<file path="src/rtl/tia_color_lum_writer.sv">
// tia_color_lum_writer
// Buffers colour/luminance register writes in a small FIFO and replays each
// one onto the TIA register file as a SETUP / STROBE / HOLD sequence. The d
// lines stay stable around the strobe. A shadow copy of every register is
// kept for readback.
module tia_color_lum_writer #(
  parameter int FIFO_DEPTH = 4
) (
  input  logic                          clkp,
  input  logic                          reset,
  input  logic                          wr_valid,
  output logic                          wr_ready,
  input  logic [1:0]                    wr_sel,
  input  logic [6:0]                    wr_data,
  output logic                          d1,
  output logic                          d2,
  output logic                          d3,
  output logic                          d4,
  output logic                          d5,
  output logic                          d6,
  output logic                          d7,
  output logic                          bkci,
  output logic                          pfci,
  output logic                          p1ci,
  output logic                          p0ci,
  output logic                          busy,
  output logic [$clog2(FIFO_DEPTH):0]   level,
  output logic [6:0]                    shadow_bk,
  output logic [6:0]                    shadow_pf,
  output logic [6:0]                    shadow_p1,
  output logic [6:0]                    shadow_p0
);

  localparam int AW = $clog2(FIFO_DEPTH);
  localparam int LW = AW + 1;
  localparam logic [LW-1:0] FULL_LEVEL = LW'(FIFO_DEPTH);

  typedef enum logic [1:0] {
    S_IDLE   = 2'd0,
    S_SETUP  = 2'd1,
    S_STROBE = 2'd2,
    S_HOLD   = 2'd3
  } state_t;

  state_t        state;
  state_t        next_state;

  // Each FIFO entry carries the target select above the 7-bit data.
  logic [8:0]    mem [FIFO_DEPTH];
  logic [AW-1:0] wr_ptr;
  logic [AW-1:0] rd_ptr;

  logic [6:0]    cur_data;
  logic [1:0]    cur_sel;

  logic          push;
  logic          pop;
  logic          fifo_empty;

  // Ready depends only on registered occupancy, so a full FIFO never pushes.
  assign fifo_empty = (level == '0);
  assign wr_ready   = (level != FULL_LEVEL);
  assign push       = wr_valid && wr_ready;
  assign busy       = (state != S_IDLE) || !fifo_empty;

  assign d1 = cur_data[0];
  assign d2 = cur_data[1];
  assign d3 = cur_data[2];
  assign d4 = cur_data[3];
  assign d5 = cur_data[4];
  assign d6 = cur_data[5];
  assign d7 = cur_data[6];

  // FSM state register.
  always_ff @(posedge clkp) begin
    // NOTE: sequential state uses non-blocking assignments so every register
    // samples the pre-edge values regardless of block ordering.
    if (reset) state <= S_IDLE;
    else       state <= next_state;
  end

  // Next state, pop decision and one-hot strobe decode.
  always_comb begin
    // NOTE: every output of this block gets a default first, so no path
    // through the case leaves a signal unassigned and infers a latch.
    next_state = state;
    pop        = 1'b0;
    bkci       = 1'b0;
    pfci       = 1'b0;
    p1ci       = 1'b0;
    p0ci       = 1'b0;
    unique case (state)
      S_IDLE: begin
        if (!fifo_empty) begin
          pop        = 1'b1;
          next_state = S_SETUP;
        end
      end
      S_SETUP: begin
        next_state = S_STROBE;
      end
      S_STROBE: begin
        bkci       = (cur_sel == 2'd0);
        pfci       = (cur_sel == 2'd1);
        p1ci       = (cur_sel == 2'd2);
        p0ci       = (cur_sel == 2'd3);
        next_state = S_HOLD;
      end
      S_HOLD: begin
        if (!fifo_empty) begin
          pop        = 1'b1;
          next_state = S_SETUP;
        end else begin
          next_state = S_IDLE;
        end
      end
      default: next_state = S_IDLE;
    endcase
  end

  // FIFO pointers and occupancy; level alone tells full from empty.
  always_ff @(posedge clkp) begin
    if (reset) begin
      wr_ptr <= '0;
      rd_ptr <= '0;
      level  <= '0;
    end else begin
      if (push) wr_ptr <= wr_ptr + AW'(1);
      if (pop)  rd_ptr <= rd_ptr + AW'(1);
      unique case ({push, pop})
        2'b10:   level <= level + LW'(1);
        2'b01:   level <= level - LW'(1);
        default: level <= level;
      endcase
    end
  end

  // FIFO storage write port.
  always_ff @(posedge clkp) begin
    // NOTE: the storage array is deliberately not reset; entries are only
    // read after being written, and the pointers/level carry the valid state.
    if (push) mem[wr_ptr] <= {wr_sel, wr_data};
  end

  // Popped write drives the d lines; shadows capture at the end of STROBE.
  always_ff @(posedge clkp) begin
    if (reset) begin
      cur_data  <= '0;
      cur_sel   <= '0;
      shadow_bk <= '0;
      shadow_pf <= '0;
      shadow_p1 <= '0;
      shadow_p0 <= '0;
    end else begin
      if (pop) begin
        cur_sel  <= mem[rd_ptr][8:7];
        cur_data <= mem[rd_ptr][6:0];
      end
      if (state == S_STROBE) begin
        unique case (cur_sel)
          2'd0:    shadow_bk <= cur_data;
          2'd1:    shadow_pf <= cur_data;
          2'd2:    shadow_p1 <= cur_data;
          default: shadow_p0 <= cur_data;
        endcase
      end
    end
  end

endmodule

</file>
<file path="config.mk">
export PLATFORM = sky130hd
export DESIGN_NAME = tia_color_lum_writer
export DESIGN_NICKNAME = d
export VERILOG_FILES = /design/src/rtl/tia_color_lum_writer.sv
export SDC_FILE = /design/constraint.sdc
export NUM_CORES = 1
export LEC_CHECK = 0
export CORE_UTILIZATION = 45
export CTS_CLUSTER_SIZE = 12
export DETAILED_ROUTE_END_ITERATION = 7
export GPL_TIMING_DRIVEN = 0
export PLACE_DENSITY = 0.67
export SYNTH_ARGS = -nofsm -noshare
export SYNTH_HDL_FRONTEND = slang
export SYNTH_SLANG_ARGS = --single-unit
export TNS_END_PERCENT = 10
</file>
<file path="constraint.sdc">
create_clock -name clkp -period 2.3 [get_ports clkp]
set_input_delay 0.46 -clock clkp [delete_from_list [all_inputs] [get_ports clkp]]
set_output_delay 0.46 -clock clkp [all_outputs]
set_load 0.02 [all_outputs]
</file>
* Word-level counts from Yosys, hierarchy flattened
Memories as Yosys holds them, arrays and structs flattened. A register that Yosys moved wholly into a read port is not among the register bits.
Index checks and enable logic that the tools add are counted.
** Storage, ports and cells
- Register bits after elaboration :: 37
- Bits in writable memories :: 36
- Input bits :: 12
- Output and inout port bits :: 44
- Logic and storage cells :: 50
- Memories :: 1
** Operators by class
- $add $sub $neg :: 4
- Equality and inequality tests :: 10
- Multiplexer cells :: 12
- Bitwise operators :: 1
- Reduce and logical (&&, ||, !) cells :: 14
** Memories
- mem :: words 4, width 9, rd ports 1, clocked after Yosys merged registers in 1, wr ports 1, line 49 : logic [8:0] mem [FIFO_DEPTH];
** Operators by type and width (count)
- equality test 2 bit (second input constant) :: 5
- two-way mux 1 bit :: 9
- one-hot mux 2 bit (4 select lines) :: 1
- AND reduction 2 bit :: 4
- equality test 2 x 1 -> 1 bit (second input constant) :: 3
- one-hot mux 3 bit (2 select lines) :: 1
- adder 2 x 1 -> 2 bit (second input constant) :: 2
- zero test 2 bit :: 2
- nonzero test 2 bit :: 2
- adder 3 x 1 -> 3 bit (second input constant) :: 1
- zero test 3 bit :: 1
- != test 3 bit (second input constant) :: 1
- OR reduction 3 bit :: 1
- subtractor 3 x 1 -> 3 bit (second input constant) :: 1
- two-way mux 2 bit :: 1
- != test 2 bit (second input constant) :: 1
- OR reduction 2 bit :: 1
- logical AND 1 bit :: 1
- zero test 1 bit :: 1
- logical OR 1 bit :: 1
- inverter 1 bit :: 1

* Logic depth before layout (Yosys ltp)
- Word-level depth :: 5
- Depth in mapped cells :: 8
- Mapped depth without buffers :: 8

* Least setup slack after synthesis
OpenSTA, ideal clock, no wires.
- Path type :: register to register
- Start :: register level[0]
- End :: register level[2]
- Setup time :: 70 ps
- Arrival :: 2127 ps
- Required time :: 2230 ps
- Slack :: 103 ps
- Stages on the path, launching flop included :: 9
- Path buffers :: 1
- Clock period less this slack :: 2197 ps
- Cell sequence :: dfxtp_1 > or3b_1 > buf_6 > nand2_1 > ha_1 > fa_1 > xnor2_1 > or3_1 > a21oi_1
** On the way
- Elaborated cells between the ends (all ways) :: 11
- Classes of those cells :: 2 x add/sub; 3 x eq/ne; 3 x mux; 3 x reduce/logical
** RTL lines
- from (decl) :: line 27 : output logic [$clog2(FIFO_DEPTH):0] level,
- from (signal assigned) :: line 131 : 2'b10: level <= level + LW'(1);
- from (signal assigned) :: line 132 : 2'b01: level <= level - LW'(1);
- from (signal assigned) :: line 133 : default: level <= level;
- != test 3 bit * :: line 62 : assign wr_ready = (level != FULL_LEVEL);
- via wr_ready :: line 12 : output logic wr_ready,
- logical AND 1 bit * :: line 63 : assign push = wr_valid && wr_ready;
- equality test 2 x 1 -> 1 bit / equality test 2 bit (equally long branches) :: line 130 : unique case ({push, pop})
- one-hot mux 3 bit (2 select lines) / nonzero test 2 bit (equally long branches)
The timed path passes the listed nets; every way through them passes the cells marked *.
A chain may end at the register's enable or synchronous reset.

* Worst setup path in the final report
- Start :: register state[0]
- End :: register level[2]
** On the way
- Cells in the longest elaborated chain, start to end :: 5
- Elaborated cells between the ends (all ways) :: 8
- Classes of those cells :: 3 x eq/ne; 2 x mux; 3 x reduce/logical
** RTL lines
- from (decl) :: line 45 : state_t state;
- from (signal assigned) :: line 79 : else state <= next_state;
- equality test 2 bit / zero test 2 bit (equally long branches) :: line 92 : unique case (state)
- OR reduction 2 bit (no line) *
- two-way mux 1 bit *
- via pop :: line 57 : logic pop;
- equality test 2 x 1 -> 1 bit / equality test 2 bit (equally long branches) :: line 130
- one-hot mux 3 bit (2 select lines) / nonzero test 2 bit (equally long branches)
Marks and branches as above.

==> results.yml <==
grt:
  grt_pass1_wl_um: 9580
  grt_usage_pct: 17.1
  grt_max_degree: 15
  grt.overflow.total: 0
  antenna_found_initial: 0
  first_global_vias: 1973
cts:
  cts_hold_buffers: 0
  htree_levels: 3
  cts-buffers-inserted: 9
  clock-root-buffer: "clkbuf_8"
  clk_pin_slew_worst_paths_ps: 80
  max-clock-path-buffers: 2
  cts_setup_buffers: 0
  clock_sinks: 82
  cts_tree: "built"
  clock_latency_ps: 340
timing:
  period_minus_slack_ps: 2190
  fmax_mhz: 457
  setup_viol: 0
  hold_violations: 0
  finalMaxSlewViolations: 0
  rsz0062_at_grt: "true"
  finalCritPeriodShare_pct: 95.2
  finalWorstSetupSlack_ps: 111
  relSlewSlack_pct: 66.7
  finalClockSkew_ps: 11.0
  worst_slew_pin_slew_ps: 500
die:
  core_um2: 6910
  die_y_um: 87.1
  io_pins: 56
  die_x_um: 87.1
  rows: 30
  initial_core_util_pct: 47.1
  die_area_um2: 7580
placement:
  port_buffers: 54
  hpwl_um: 4160
  dpl_cell_area_um2: 3920
  pre_cts_slack_ps: 10.9
  gp_congestion: 0.691
layout:
  finalInstanceArea_um2: 4140
  final_core_util_pct: 60.0
  area.growth.synth_to_final_pct: 27.3
  layout-drive-gt1-share_pct: 12.9
  fin_nets: 335
  diodes: 0
power_and_ir_drop:
  p_per_area_nw_per_um2: 1070
  ir_worst_vdd_mv: 0.503
  power_mw: 4.43
  p_leak_nw: 1.63
synth:
  yosysUniqueCellTypes: 32
  syn_area_um2: 3260
  synth_cells: 248
  yosysWarningCount: 0
  synth_seq_cells: 82
  postSynthAreaPerCell_um2: 13.1
  synth_nets: 270
  ys_seq_area_share_pct: 61.5
worst_setup_path:
  crit_required_ps: 2570
  worst_ep_arrival_time_ps: 2460
  cpPeakStageDelay_ps: 380
  endpoint_kind: "flop"
  cpMostUsedCell: "ha_1"
  cp_max_fo: 5
  cp_top_family: "adder cells"
  setup.worst_path.class: "flop to flop"
  startpoint_type: "flop"
  path_cells: "inv_1 > ha_1 > nor2_1 > ha_1 > fa_1 > xnor2_1 > or3_1 > a21oi_1"
  critical_path.slowest_cell: "fa_1"
  cp_num_buf_inv: 1
routing:
  via_count: 2029
  drtAntennaViolNets: 0
  firstDrtPassIters: 4
  wirelength_um: 5940
  route.detailed.drc: 0
  routedWlPerCell_um: 14.3
  drt-vias-per-instance: 4.90
  drt_iter0_markers: 87
flow_run:
  maxCapViolCount: 0
worst_hold_path:
  hold_class: "flop to flop"
outcome:
  status: "finished clean"
-- stage by stage --
step	hold slack [ps]	TNS, ps	std cells
after global placement	476	0	398
final	497	0	414
after CTS	502	0	414
after detailed placement	485	0	398
after global routing	517	-68.3	414
after floorplan	488	0	248
-- cell type report --
type,instances,area (µm²)
plain buffers,15,91.3
clock inverters,4,48.8
multi-input cells,141,1150
well taps,96,120
clock buffers,12,166
fillers,602,2760
inverters,10,37.5
repair buffers,54,527
flip-flops and latches,82,2010
-- flip-flops by register name (all words and copies together) (netlist names) --
| signal | count |
|---|---|
| state | 2 |
| shadow_bk | 7 |
| cur_data | 7 |
| rd_ptr | 2 |
| cur_sel | 2 |
| shadow_pf | 7 |
| mem | 36 |
| shadow_p1 | 7 |
| level | 3 |
| wr_ptr | 2 |
| shadow_p0 | 7 |
-- tightest hold or removal path, delay by kind of cell, from the launching register on --
family,cells,cell delay [ps]
flip-flops,1,330
multiplexers,1,60
AND/OR/NAND/NOR,1,70
-- report_power, final --
| group | internal, mW | total (mW) | switching, mW |
|---|---|---|---|
| logic | 0.653 | 1.41 | 0.762 |
| registers | 1.72 | 1.93 | 0.206 |
| clock network | 0.596 | 1.08 | 0.488 |
-- metal layers --
| layer | track usage (%) | wire length, µm |
|---|---|---|
| met4 | 6.82 | 77 |
| met3 | 3.60 | 247 |
| met1 | 20.9 | 2680 |
| met5 | 0 | 0 |
| met2 | 29.3 | 2930 |
-- final timing paths --
kind	startpoint	end	slack, ps	depth (start not counted)
worst min register to register	shadow_p0[2]	shadow_p0[2]	500	2
worst max register to register	state[0]	level[2]	110	8
worst max-delay path	state[0]	level[2]	110	8
worst min-delay path	shadow_p0[2]	shadow_p0[2]	500	2
-- layout by cell type, fill, tap and decap left out, types with 3 or more instances in the layout --
cell / instances
clkdlybuf4s50_1: 48
dfxtp_1: 43
edfxtp_1: 36
nor2_1: 33
mux2i_1: 30
a21oi_1: 13
nand3_1: 11
o21ai_0: 11
clkbuf_8: 10
inv_1: 9
mux4_2: 9
ha_1: 8
clkbuf_1: 6
and3_1: 4
buf_6: 3
buf_1: 3
dfxtp_2: 3
dlygate4sd2_1: 3
-- what timing repair did --
action | 4_1_cts | 5_1_grt
endpoints found under the hold margin | 0 | 0
resized for setup | 12 | 8
setup endpoints to repair | 6 | 4
-- cells in the mapped netlist --
cell type | instances | area share [%]
xnor2_1 | 1 | 0.27
nand2_1 | 1 | 0.12
inv_1 | 9 | 1.0
a31o_1 | 1 | 0.27
a2111oi_1 | 1 | 0.31
nand3_1 | 12 | 1.8
mux4_2 | 9 | 6.2
mux2i_1 | 30 | 9.2
xor2_1 | 1 | 0.27
nor3b_1 | 1 | 0.23
clkbuf_1 | 5 | 0.58
a21o_1 | 2 | 0.46
fa_1 | 1 | 0.61
edfxtp_1 | 36 | 33
or3_1 | 2 | 0.38
nor4b_4 | 1 | 0.73
nand3b_1 | 2 | 0.46
and3_1 | 4 | 0.77
o21ai_0 | 11 | 1.7
or3b_1 | 1 | 0.27
nor3_1 | 2 | 0.31
a311oi_2 | 1 | 0.46
clkinv_1 | 1 | 0.12
dfxtp_1 | 46 | 28
ha_1 | 9 | 3.5
a21oi_1 | 13 | 2.0
buf_6 | 3 | 1.0
a2111oi_0 | 1 | 0.27
nor2_1 | 33 | 3.8
or3_4 | 1 | 0.35
buf_1 | 3 | 0.35
buf_2 | 4 | 0.61
-- cell families (layout without fill, tap and decap cells) --
logic type	count (synthesis)	count (layout)	synth area share, %
xor gates and xnor gates	2	2	0.538
AOI/OAI and AO/OA	30	30	5.46
adders and majority gates	10	10	4.07
DFF	82	82	61.5
muxes	39	39	15.4
buffers and inverters	25	95	3.73
and+or+nand+nor	60	60	9.26
(Power assumes the default switching activity.)
